===== config.mk =====
export PLATFORM = sky130hd
export DESIGN_NAME = video_line_fetcher
export DESIGN_NICKNAME = d
export VERILOG_FILES = /design/src/rtl/video_line_fetcher.sv
export SDC_FILE = /design/constraint.sdc
export NUM_CORES = 1
export LEC_CHECK = 0
export BUFFER_PORTS_ARGS = -buffer_cell sky130_fd_sc_hd__buf_4
export CAP_MARGIN = 30
export CORE_MARGIN = 1.5
export CORE_UTILIZATION = 35
export DETAILED_ROUTE_END_ITERATION = 7
export GPL_ROUTABILITY_DRIVEN = 1
export PLACE_DENSITY = 0.59
export SLEW_MARGIN = 5
export SYNTH_ARGS = -nofsm -noshare
export SYNTH_HDL_FRONTEND = slang
export SYNTH_SLANG_ARGS = --single-unit

===== constraint.sdc =====
create_clock -name clk_i -period 9.34 [get_ports clk_i]
set_input_delay 1.868 -clock clk_i [delete_from_list [all_inputs] [get_ports clk_i]]
set_output_delay 1.868 -clock clk_i [all_outputs]
set_load 0.01 [all_outputs]

===== src/rtl/video_line_fetcher.sv =====
// Video line fetcher: reads one scanline from the SDRAM arbiter video port in fixed bursts into a show-ahead FIFO.
// Define VIDEO_FETCH_STATS_EN to add the saturating underflow_cnt_o counter.
module video_line_fetcher #(
  parameter int WORDS_PER_LINE = 320,
  parameter int BURST_LEN      = 8,
  parameter int FIFO_DEPTH     = 64
) (
  input  logic        clk_i,
  input  logic        rst_i,
  input  logic        line_start_i,
  input  logic [23:0] line_base_i,
  output logic        busy_o,
  output logic        video_sdram_rd,
  output logic [23:0] video_sdram_addr_x16,
  input  logic        video_sdram_rdy,
  input  logic        video_sdram_resp_valid,
  input  logic [15:0] video_sdram_rdata,
  output logic        video_sdram_ack,
  input  logic        pix_pop_i,
  output logic [15:0] pix_data_o,
  output logic        pix_empty_o,
  output logic        underflow_o,
  output logic        overrun_o
`ifdef VIDEO_FETCH_STATS_EN
  ,
  output logic [15:0] underflow_cnt_o
`endif
);

  localparam int AW = $clog2(FIFO_DEPTH);
  localparam int CW = $clog2(BURST_LEN + 1);
  localparam int RW = $clog2(WORDS_PER_LINE + 1);

  localparam logic [AW:0]   DEPTH_W  = (AW+1)'(FIFO_DEPTH);
  localparam logic [AW:0]   FILL_MAX = (AW+1)'(FIFO_DEPTH - BURST_LEN);
  localparam logic [CW-1:0] BURST_W  = CW'(BURST_LEN);
  localparam logic [RW-1:0] LINE_W   = RW'(WORDS_PER_LINE);
  localparam logic [RW-1:0] BURST_RW = RW'(BURST_LEN);
  localparam logic [23:0]   BURST_A  = 24'(BURST_LEN);

  typedef enum logic [2:0] {IDLE, WAIT_SPACE, REQ, DATA, ACK} state_t;

  state_t        state_q;
  logic          rd_q, ack_q, busy_q, underflow_q, overrun_q;
  logic [23:0]   addr_q;
  logic [RW-1:0] remaining_q;
  logic [CW-1:0] wcnt_q, wcnt_next;
  logic          pend_q;
  logic [23:0]   pend_base_q, pend_base;

  logic [15:0]   mem [FIFO_DEPTH];
  logic [AW:0]   wptr_q, rptr_q, fill;
  logic          empty, full, pop, pop_empty;
  logic          rx_state, accept, push, done, pend_v, restart, flush;

  assign fill      = wptr_q - rptr_q;
  assign empty     = (fill == '0);
  assign full      = (fill == DEPTH_W);
  assign pop       = pix_pop_i && !empty;
  assign pop_empty = pix_pop_i && empty;

  // Response words count in REQ (including the rdy cycle) and DATA; extras past one burst are dropped.
  assign rx_state  = (state_q == REQ) || (state_q == DATA);
  assign accept    = rx_state && video_sdram_resp_valid && (wcnt_q < BURST_W);
  assign push      = accept && (!full || pop);
  assign wcnt_next = wcnt_q + CW'(accept);
  assign done      = (wcnt_next == BURST_W);

  // A pending restart is taken at the first burst boundary; a same-cycle line_start_i wins.
  assign pend_v    = pend_q || line_start_i;
  assign pend_base = line_start_i ? line_base_i : pend_base_q;
  assign restart   = ((state_q == ACK) || (state_q == WAIT_SPACE)) && pend_v;
  assign flush     = ((state_q == IDLE) && line_start_i) || restart;

  always_ff @(posedge clk_i or posedge rst_i) begin
    if (rst_i) begin
      wptr_q <= '0;
      rptr_q <= '0;
    end else if (flush) begin
      wptr_q <= '0;
      rptr_q <= '0;
    end else begin
      if (push) wptr_q <= wptr_q + 1'b1;
      if (pop)  rptr_q <= rptr_q + 1'b1;
    end
  end

  // NOTE: storage has no reset; the pointers alone define what is valid, so reset stays off the RAM.
  always_ff @(posedge clk_i) begin
    if (push) mem[wptr_q[AW-1:0]] <= video_sdram_rdata;
  end

  assign pix_data_o  = empty ? 16'h0000 : mem[rptr_q[AW-1:0]];
  assign pix_empty_o = empty;

  // NOTE: state uses non-blocking assignments only, so later defaults-then-overrides within the block are safe.
  always_ff @(posedge clk_i or posedge rst_i) begin
    if (rst_i) begin
      state_q     <= IDLE;
      rd_q        <= 1'b0;
      ack_q       <= 1'b0;
      busy_q      <= 1'b0;
      addr_q      <= '0;
      remaining_q <= '0;
      wcnt_q      <= '0;
      pend_q      <= 1'b0;
      pend_base_q <= '0;
      underflow_q <= 1'b0;
      overrun_q   <= 1'b0;
    end else begin
      ack_q  <= 1'b0;
      wcnt_q <= wcnt_next;
      if (pop_empty) underflow_q <= 1'b1;
      if (line_start_i && (state_q != IDLE)) overrun_q <= 1'b1;
      if (line_start_i && rx_state) begin
        pend_q      <= 1'b1;
        pend_base_q <= line_base_i;
      end
      case (state_q)
        IDLE: begin
          if (line_start_i) begin
            addr_q      <= line_base_i;
            remaining_q <= LINE_W;
            pend_q      <= 1'b0;
            underflow_q <= pop_empty;
            overrun_q   <= 1'b0;
            busy_q      <= 1'b1;
            state_q     <= WAIT_SPACE;
          end
        end
        WAIT_SPACE: begin
          if (restart) begin
            addr_q      <= pend_base;
            remaining_q <= LINE_W;
            pend_q      <= 1'b0;
          end else if (fill <= FILL_MAX) begin
            rd_q    <= 1'b1;
            wcnt_q  <= '0;
            state_q <= REQ;
          end
        end
        REQ: begin
          if (video_sdram_rdy) begin
            if (done) begin
              rd_q    <= 1'b0;
              ack_q   <= 1'b1;
              state_q <= ACK;
            end else begin
              state_q <= DATA;
            end
          end
        end
        DATA: begin
          if (done) begin
            rd_q    <= 1'b0;
            ack_q   <= 1'b1;
            state_q <= ACK;
          end
        end
        ACK: begin
          if (restart) begin
            addr_q      <= pend_base;
            remaining_q <= LINE_W;
            pend_q      <= 1'b0;
            state_q     <= WAIT_SPACE;
          end else begin
            addr_q      <= addr_q + BURST_A;
            remaining_q <= remaining_q - BURST_RW;
            if (remaining_q == BURST_RW) begin
              busy_q  <= 1'b0;
              state_q <= IDLE;
            end else begin
              state_q <= WAIT_SPACE;
            end
          end
        end
        default: state_q <= IDLE;
      endcase
    end
  end

  assign busy_o               = busy_q;
  assign video_sdram_rd       = rd_q;
  assign video_sdram_ack      = ack_q;
  assign video_sdram_addr_x16 = addr_q;
  assign underflow_o          = underflow_q;
  assign overrun_o            = overrun_q;

`ifdef VIDEO_FETCH_STATS_EN
  logic [15:0] ucnt_q;

  always_ff @(posedge clk_i or posedge rst_i) begin
    if (rst_i) ucnt_q <= '0;
    else if (pop_empty && (ucnt_q != 16'hFFFF)) ucnt_q <= ucnt_q + 16'd1;
  end

  assign underflow_cnt_o = ucnt_q;
`endif

endmodule


==> results.md, run 1 <==
- Syn-to-layout area delta: 15.7%
- Status: completed
- Via density: 5.58
- Clock Pin Slew Worst Setup and Hold Paths: 0.06 ns
- CTS resizes: 0
- Worst flop-to-flop path endpoint: mem[19][6]
- Vias in the first global route: 23600
- CP delay by family, top: buffers and inverters
- Register Area: 32800 µm²
- Ant diodes: 0
- Final Setup Violations: 0
- Area of the multi-input gates: 10400 µm²
- H-tree lvl count: 3
- Synth cell types: 71
- Buf+Inv Stages, Crit Path: 3
- Max-cap violations: 0
- Async set-reset flop share out of synthesis: 0.0733
- Layout cells sized above 1: 0.250
- Hold_sp: pend_base_q[10]
- Syn_area_per_cell: 19.0 µm²
- Gate Count Post-Synth: 2315
- Die Ht: 357 µm
- Nets@finish: 2542
- Slew Limit Fails: 0
- Synth area leaders: edfxtp_1 70%, mux4_2 12%, dfrtp_1 4.6%, mux2i_1 1.9%, nor2_1 1.3%
- Setup crit start kind: register
- Final hold vios: 0
- Cell Pwr Density: 269 nW/µm²
- GRT Resource Usage Total: 0.176
- Root Driver: clkbuf_16
- Post-CTS setup buffers: 0
- Fill count: 10800
- Most common cell in the synthesized netlist: edfxtp_1
- Synth top area share: 0.700
- FMAX: 0.141 GHz
- Wire length per cell: 26.7 µm
- Clock Skews: 0.0756 ns
- Placed wire-length estimate: 67500 µm
- Starting DRC count in detailed routing: 2999
- FF-to-FF path depth: 11
- Crit-path cells: inv_1, ha_1, o21a_1, or3_1, o31ai_1, nor2_1, or3_1, inv_2, a21oi_1, buf_4
- Leak Pwr: 0.0162 µW
- Sequential fraction of the synthesis area: 0.747
- CTS Hold Bufs: 0
- Initial core utilization: 0.354
- Minimum clock period: 7.08 ns
- DRC Markers: 0
- Worst setup path class: reg -> out
- Hold depth: 2
- RSZ-0062 raised after global routing: no
- CTS sink cnt: 1105
- Mapped Nets: 2373
- Req. time, crit path: 7.47 ns
- Yosys reg bits: 1105
- Peak supply drop: 0.000233 V
- Drt pass-1 iters: 5
- PortBufs: 91
- Row count: 129
- Routed via count: 23500
- Final instance area: 50800 µm²
- Area after DPL: 46900 µm²
- Routed wire length: 112000 µm
- Most frequent CP cell: or3_1
- Final core occ: 0.409
- Power Total: 13700 µW
- Worst r2r src: rptr_q[4]
- TNS Setup: 0 ns
- Placer Congestion: 0.851
- Relative slew margins: 0.307
- CP Capture Type: output pin
- First-pass GRT wire length: 164000 µm
- Clock buffer count from CTS: 108
- Initial antenna violation count: 3
- Place WS: 3.16 ns
- Chip width: 357 µm
- Maximum clock path buffer count: 3
- Worst path slowest cell: dfrtp_1
- Synth Flop Type: edfxtp_1
- R2R Setup Slk: 4.06 ns
- Final Cycle Share: 0.758
- Final worst slack: 2.26 ns
- Largest net degree at the start of global routing: 133
- Yosys warns: 0
- Leading cell types by count after synthesis: 1024 x edfxtp_1, 226 x mux4_2, 149 x nor2_1, 85 x mux2i_1, 85 x o21ai_0
- Worst-Margin Slew: 1.04 ns
- DIE AREA: 128000 µm²
- CTS tree: yes
- Num ports: 92
- Hold EP: pend_base_q[10]
- Syn Std Cell Area: 43900 µm²
- Clock Latency Late Sink: 0.71 ns
- Leading area contributor after synthesis: edfxtp_1
- Worst-path fanout max: 26
- Total gr overflow: 0
- Antenna-violating nets left: 0
- Largest stage delay, worst path: 1.03 ns
- Critical Path AT: 5.22 ns
- Post-synth EDFFs: 1024
- Core Footprint: 124000 µm²
- Hold WC Path Type: reg -> reg
[kinds of logic (layout without fill, tap and decap cells)]
group,Yosys count,count (layout),share of synthesized area
compound gates,310,310,0.0476
xor+xnor,6,6,0.00120
fa+ha+maj,12,12,0.00342
buf+inv,153,415,0.0167
flops,1105,1105,0.747
mux,338,338,0.142
simple gates,391,391,0.0423
[how the worst max path moves through the flow]
stage	from	to	slack [ns]	cells after the start
floorplan	rptr_q[3]	pix_data_o[15]	4.18	13
global placement	rptr_q[4]	pix_data_o[12]	3.34	10
detailed placement	rptr_q[4]	pix_data_o[12]	3.16	10
CTS	rptr_q[4]	pix_data_o[12]	2.44	10
global route	rptr_q[4]	pix_data_o[5]	2.25	10
finish	rptr_q[4]	pix_data_o[14]	2.26	10
[metrics by stage]
stage | instances | hold slack (ns)
finish | 4214 | 0.496
global route | 4214 | 0.518
CTS | 4210 | 0.500
detailed placement | 4007 | 0.488
global placement | 3990 | 0.467
floorplan | 2315 | 0.450
[state kept, by name, indices dropped and copies added, names as in the netlist]
name / cells
pend_q: 1
mem: 1024
wptr_q: 7
busy_o: 1
overrun_o: 1
pend_base_q: 24
state_q: 3
video_sdram_ack: 1
video_sdram_addr_x16: 24
remaining_q: 6
wcnt_q: 4
video_sdram_rd: 1
underflow_o: 1
rptr_q: 7
[worst reg2reg max path, cell delays in order, from the launching register on]
cell	delay, ns
dfrtp_1	1.03
inv_1	0.58
ha_1	0.54
o21a_1	0.23
or3_1	0.31
o31ai_1	0.09
or3_1	0.17
o31ai_2	0.06
buf_4	0.22
or4_1	0.72
nor2_1	0.71
buf_4	0.35
[cell usage in the layout, fill, tap and decap left out, types with 6 or more instances in the layout]
cell        netlist  final
nor4_1           10      9
mux2i_1          85     85
dfrtp_1          81     77
edfxtp_1       1024   1024
buf_8             0      7
a31oi_1          15     15
o21ai_0          85     84
a221oi_1         30     30
or3_1            12     12
clkinv_1          0     17
bufinv_16         0     21
nand3_1          45     45
mux2_2           27     27
a21oi_1          44     44
buf_4            16    169
a22o_1           14     14
clkbuf_16         0    109
clkinv_2          0     25
clkinvlp_4        0      6
or4_1             8      8
nor2_2            8     12
o22ai_1          14     14
nor2_1          149    145
ha_1             12     12
o211ai_1         12     12
o31ai_1           6      6
a211oi_1          7      7
nor3_1           14     13
inv_1            22     21
clkbuf_1         56     15
mux4_2          226    226
a22oi_1          37     37
nand4_1          22     22
nand2_1          78     78
buf_16            0      7
nor2b_1          13     13
[where the power goes]
part           switching, µW  internal, µW
sequential               236          5600
clock                   1900          2730
combinational           1780          1420
total                   3920          9760
[layout make-up]
| class | instances | share of cell area |
|---|---|---|
| clock buffer | 124 | 0.0548 |
| tap | 1637 | 0.0403 |
| timing repair buffer | 188 | 0.0322 |
| sequential | 1105 | 0.646 |
| multi-input combinational | 1057 | 0.205 |
| clock inverter | 79 | 0.0201 |
| inverter | 24 | 0.00180 |
[metal layers]
layer | up-vias | GRT usage | share of wire
li1 | 9854 | - | -
met1 | 12500 | 0.246 | 0.42
met2 | 1013 | 0.280 | 0.47
met3 | 174 | 0.0351 | 0.083
met4 | 6 | 0.0446 | 0.024
met5 | - | 0 | 0.00032
Power figures use the tool's default switching activity.
==> inputs of run 2 (changes only) <==
Clock period 9.34 ns to 7.1 ns, I/O delays scaled along.
==> results.md, run 2 (synthesis gave the netlist of run 1 again) <==
- Status: completed (unchanged)
- Max-cap violations: 0 (unchanged)
- Nets@finish: 2543 (was 2542)
- Relative slew margins: 0.324 (was 0.307)
- Fill count: 11000 (was 10800)
- Hold depth: 2 (unchanged)
- Worst setup path class: reg -> out (unchanged)
- Max reg flops: 1024 (unchanged)
- Chip width: 357 µm (unchanged)
- Req. time, crit path: 5.68 ns (was 7.47 ns)
- Syn-to-layout area delta: 15.0% (was 15.7%)
- Row count: 129 (unchanged)
- Layout cells sized above 1: 0.238 (was 0.250)
- Leak Pwr: 0.0160 µW (was 0.0162 µW)
- RSZ-0062 raised after global routing: no (unchanged)
- CTS resizes: 0 (unchanged)
- PortBufs: 91 (unchanged)
- Largest stage delay, worst path: 0.95 ns (was 1.03 ns)
- Final hold vios: 0 (unchanged)
- Clock Pin Slew Worst Setup and Hold Paths: 0.06 ns (about the same)
- Routed wire length: 115000 µm (was 112000 µm)
- CTS sink cnt: 1105 (unchanged)
- CP Capture Type: output pin (unchanged)
- Root Driver: clkbuf_16 (unchanged)
- Slew Limit Fails: 0 (unchanged)
- Initial antenna violation count: 5 (was 3)
- Most frequent cells in the layout: 1024 x edfxtp_1, 226 x mux4_2, 170 x buf_4 (was 1024 x edfxtp_1, 226 x mux4_2, 169 x buf_4)
- Power Total: 17500 µW (was 13700 µW)
- Via density: 5.55 (was 5.58)
- Maximum clock path buffer count: 3 (unchanged)
- First-pass GRT wire length: 167000 µm (was 164000 µm)
- DRC Markers: 0 (unchanged)
- Buf+Inv Stages, Crit Path: 3 (unchanged)
- Stages on worst setup path: 10 (unchanged)
- Peak supply drop: 0.000227 V (was 0.000233 V)
- Place WS: 1.51 ns (was 3.16 ns)
- Core Footprint: 124000 µm² (unchanged)
- Worst flop-to-flop path endpoint: mem[57][10] (was mem[19][6])
- Cell Pwr Density: 346 nW/µm² (was 269 nW/µm²)
- Largest net degree at the start of global routing: 81 (was 133)
- Worst r2r src: rptr_q[4] (unchanged)
- CTS Hold Bufs: 0 (unchanged)
- Initial core utilization: 0.354 (unchanged)
- FF-to-FF path depth: 11 (unchanged)
- Minimum clock period: 6.47 ns
- CP delay by family, top: buffers and inverters (unchanged)
- Final Setup Violations: 0 (unchanged)
- Hold WC Path Type: reg -> reg (unchanged)
- Total gr overflow: 0 (unchanged)
- Placer Congestion: 0.845 (was 0.851)
- Antenna-violating nets left: 0 (unchanged)
- Num ports: 92 (unchanged)
- Register Area: 32800 µm² (unchanged)
- FMAX: 0.155 GHz
- Drt pass-1 iters: 8 (was 5)
- CTS tree: yes (unchanged)
- Worst-path fanout max: 27 (was 26)
- Hold EP: pend_base_q[10] (unchanged)
- Final Cycle Share: 0.911
- TNS Setup: 0 ns (unchanged)
- Most common cell after layout, fill and taps aside: edfxtp_1 (unchanged)
- Clock Latency Late Sink: 0.73 ns (was 0.71 ns)
- GRT Resource Usage Total: 0.180 (was 0.176)
- Clock Skews: 0.0824 ns (was 0.0756 ns)
- H-tree lvl count: 3 (unchanged)
- Starting DRC count in detailed routing: 2835 (was 2999)
- Worst path slowest cell: dfrtp_1 (unchanged)
- Crit-path cells: inv_1, ha_1, o21a_1, or3_1, o31ai_1, nor2_1, or3_1, inv_2, nor4_1, buf_4 (was inv_1, ha_1, o21a_1, or3_1, o31ai_1, nor2_1, or3_1, inv_2, a21oi_1, buf_4)
- Final worst slack: 0.634 ns (was 2.26 ns)
- Setup crit start kind: register (unchanged)
- Post-CTS setup buffers: 0 (unchanged)
- Vias in the first global route: 23700 (was 23600)
- Area after DPL: 47000 µm² (was 46900 µm²)
- Most frequent CP cell: or3_1 (unchanged)
- Clock buffer count from CTS: 108 (unchanged)
- Area of the multi-input gates: 10400 µm² (about the same)
- Critical Path AT: 5.05 ns (was 5.22 ns)
- Final instance area: 50500 µm² (was 50800 µm²)
- WHS: 0.496 ns (about the same)
- Worst-Margin Slew: 1.01 ns (was 1.04 ns)
- Wire length per cell: 27.3 µm (was 26.7 µm)
- Placed wire-length estimate: 69000 µm (was 67500 µm)
- Routed via count: 23400 (was 23500)
- R2R Setup Slk: 1.93 ns (was 4.06 ns)
- Die Ht: 357 µm (unchanged)
- DIE AREA: 128000 µm² (unchanged)
- Hold_sp: pend_base_q[10] (unchanged)
## run 2: changes by cell type in the layout (fill, tap and decap cells not counted), moves of 2 or more
cell	delta
clkinv_1	+20
bufinv_16	-12
clkinv_2	-11
clkbuf_1	+8
clkinv_4	-4
clkinvlp_4	-4
diode_2	+4
buf_12	+3
clkinv_16	+3
buf_6	-2
inv_16	-2
## run 2: tightest hold or removal path, cell delays in order (launching register included)
cell and delay (ns):
dfrtp_1 0.35, nand2_1 0.05, o21ai_0 0.06
## run 2: cell type report
| type | instances | share of cell area |
|---|---|---|
| Multi-Input combinational cell | 1057 | 0.206 |
| Timing Repair Buffer | 189 | 0.0327 |
| Inverter | 24 | 0.00181 |
| Clock buffer | 132 | 0.0557 |
| Sequential cell | 1105 | 0.649 |
| Tap cell | 1637 | 0.0406 |
| Clock inverter | 69 | 0.0132 |
| Antenna cell | 4 | 0.000198 |
## run 2: per-layer routing
layer,up-vias,routed length [µm],track usage
met5,-,44,0
met4,6,2600,0.0456
met3,178,9150,0.0347
met2,1003,54600,0.289
met1,12400,48800,0.252
li1,9857,-,-
## run 2: per-stage QoR
| step | utilization | std cells |
|---|---|---|
| 2_1_floorplan | - | 2315 |
| 3_3_place_gp | 0.376 | 3997 |
| 3_5_place_dp | 0.379 | 4011 |
| 4_1_cts | 0.407 | 4212 |
| 5_1_grt | 0.407 | 4213 |
| 6_report | 0.407 | 4217 |
## run 2: worst max path at each step
stage | start | to
6_report | rptr_q[4] | pix_data_o[13]
5_1_grt | rptr_q[4] | pix_data_o[13]
4_1_cts | rptr_q[4] | pix_data_o[13]
3_5_place_dp | rptr_q[4] | pix_data_o[13]
3_3_place_gp | rptr_q[4] | pix_data_o[0]
2_1_floorplan | rptr_q[3] | pix_data_o[15]
## run 2: power by group
part / switching [µW] / internal, µW
logic: 2290 / 1850
registers: 346 / 7360
clock network: 2470 / 3160
total: 5100 / 12400
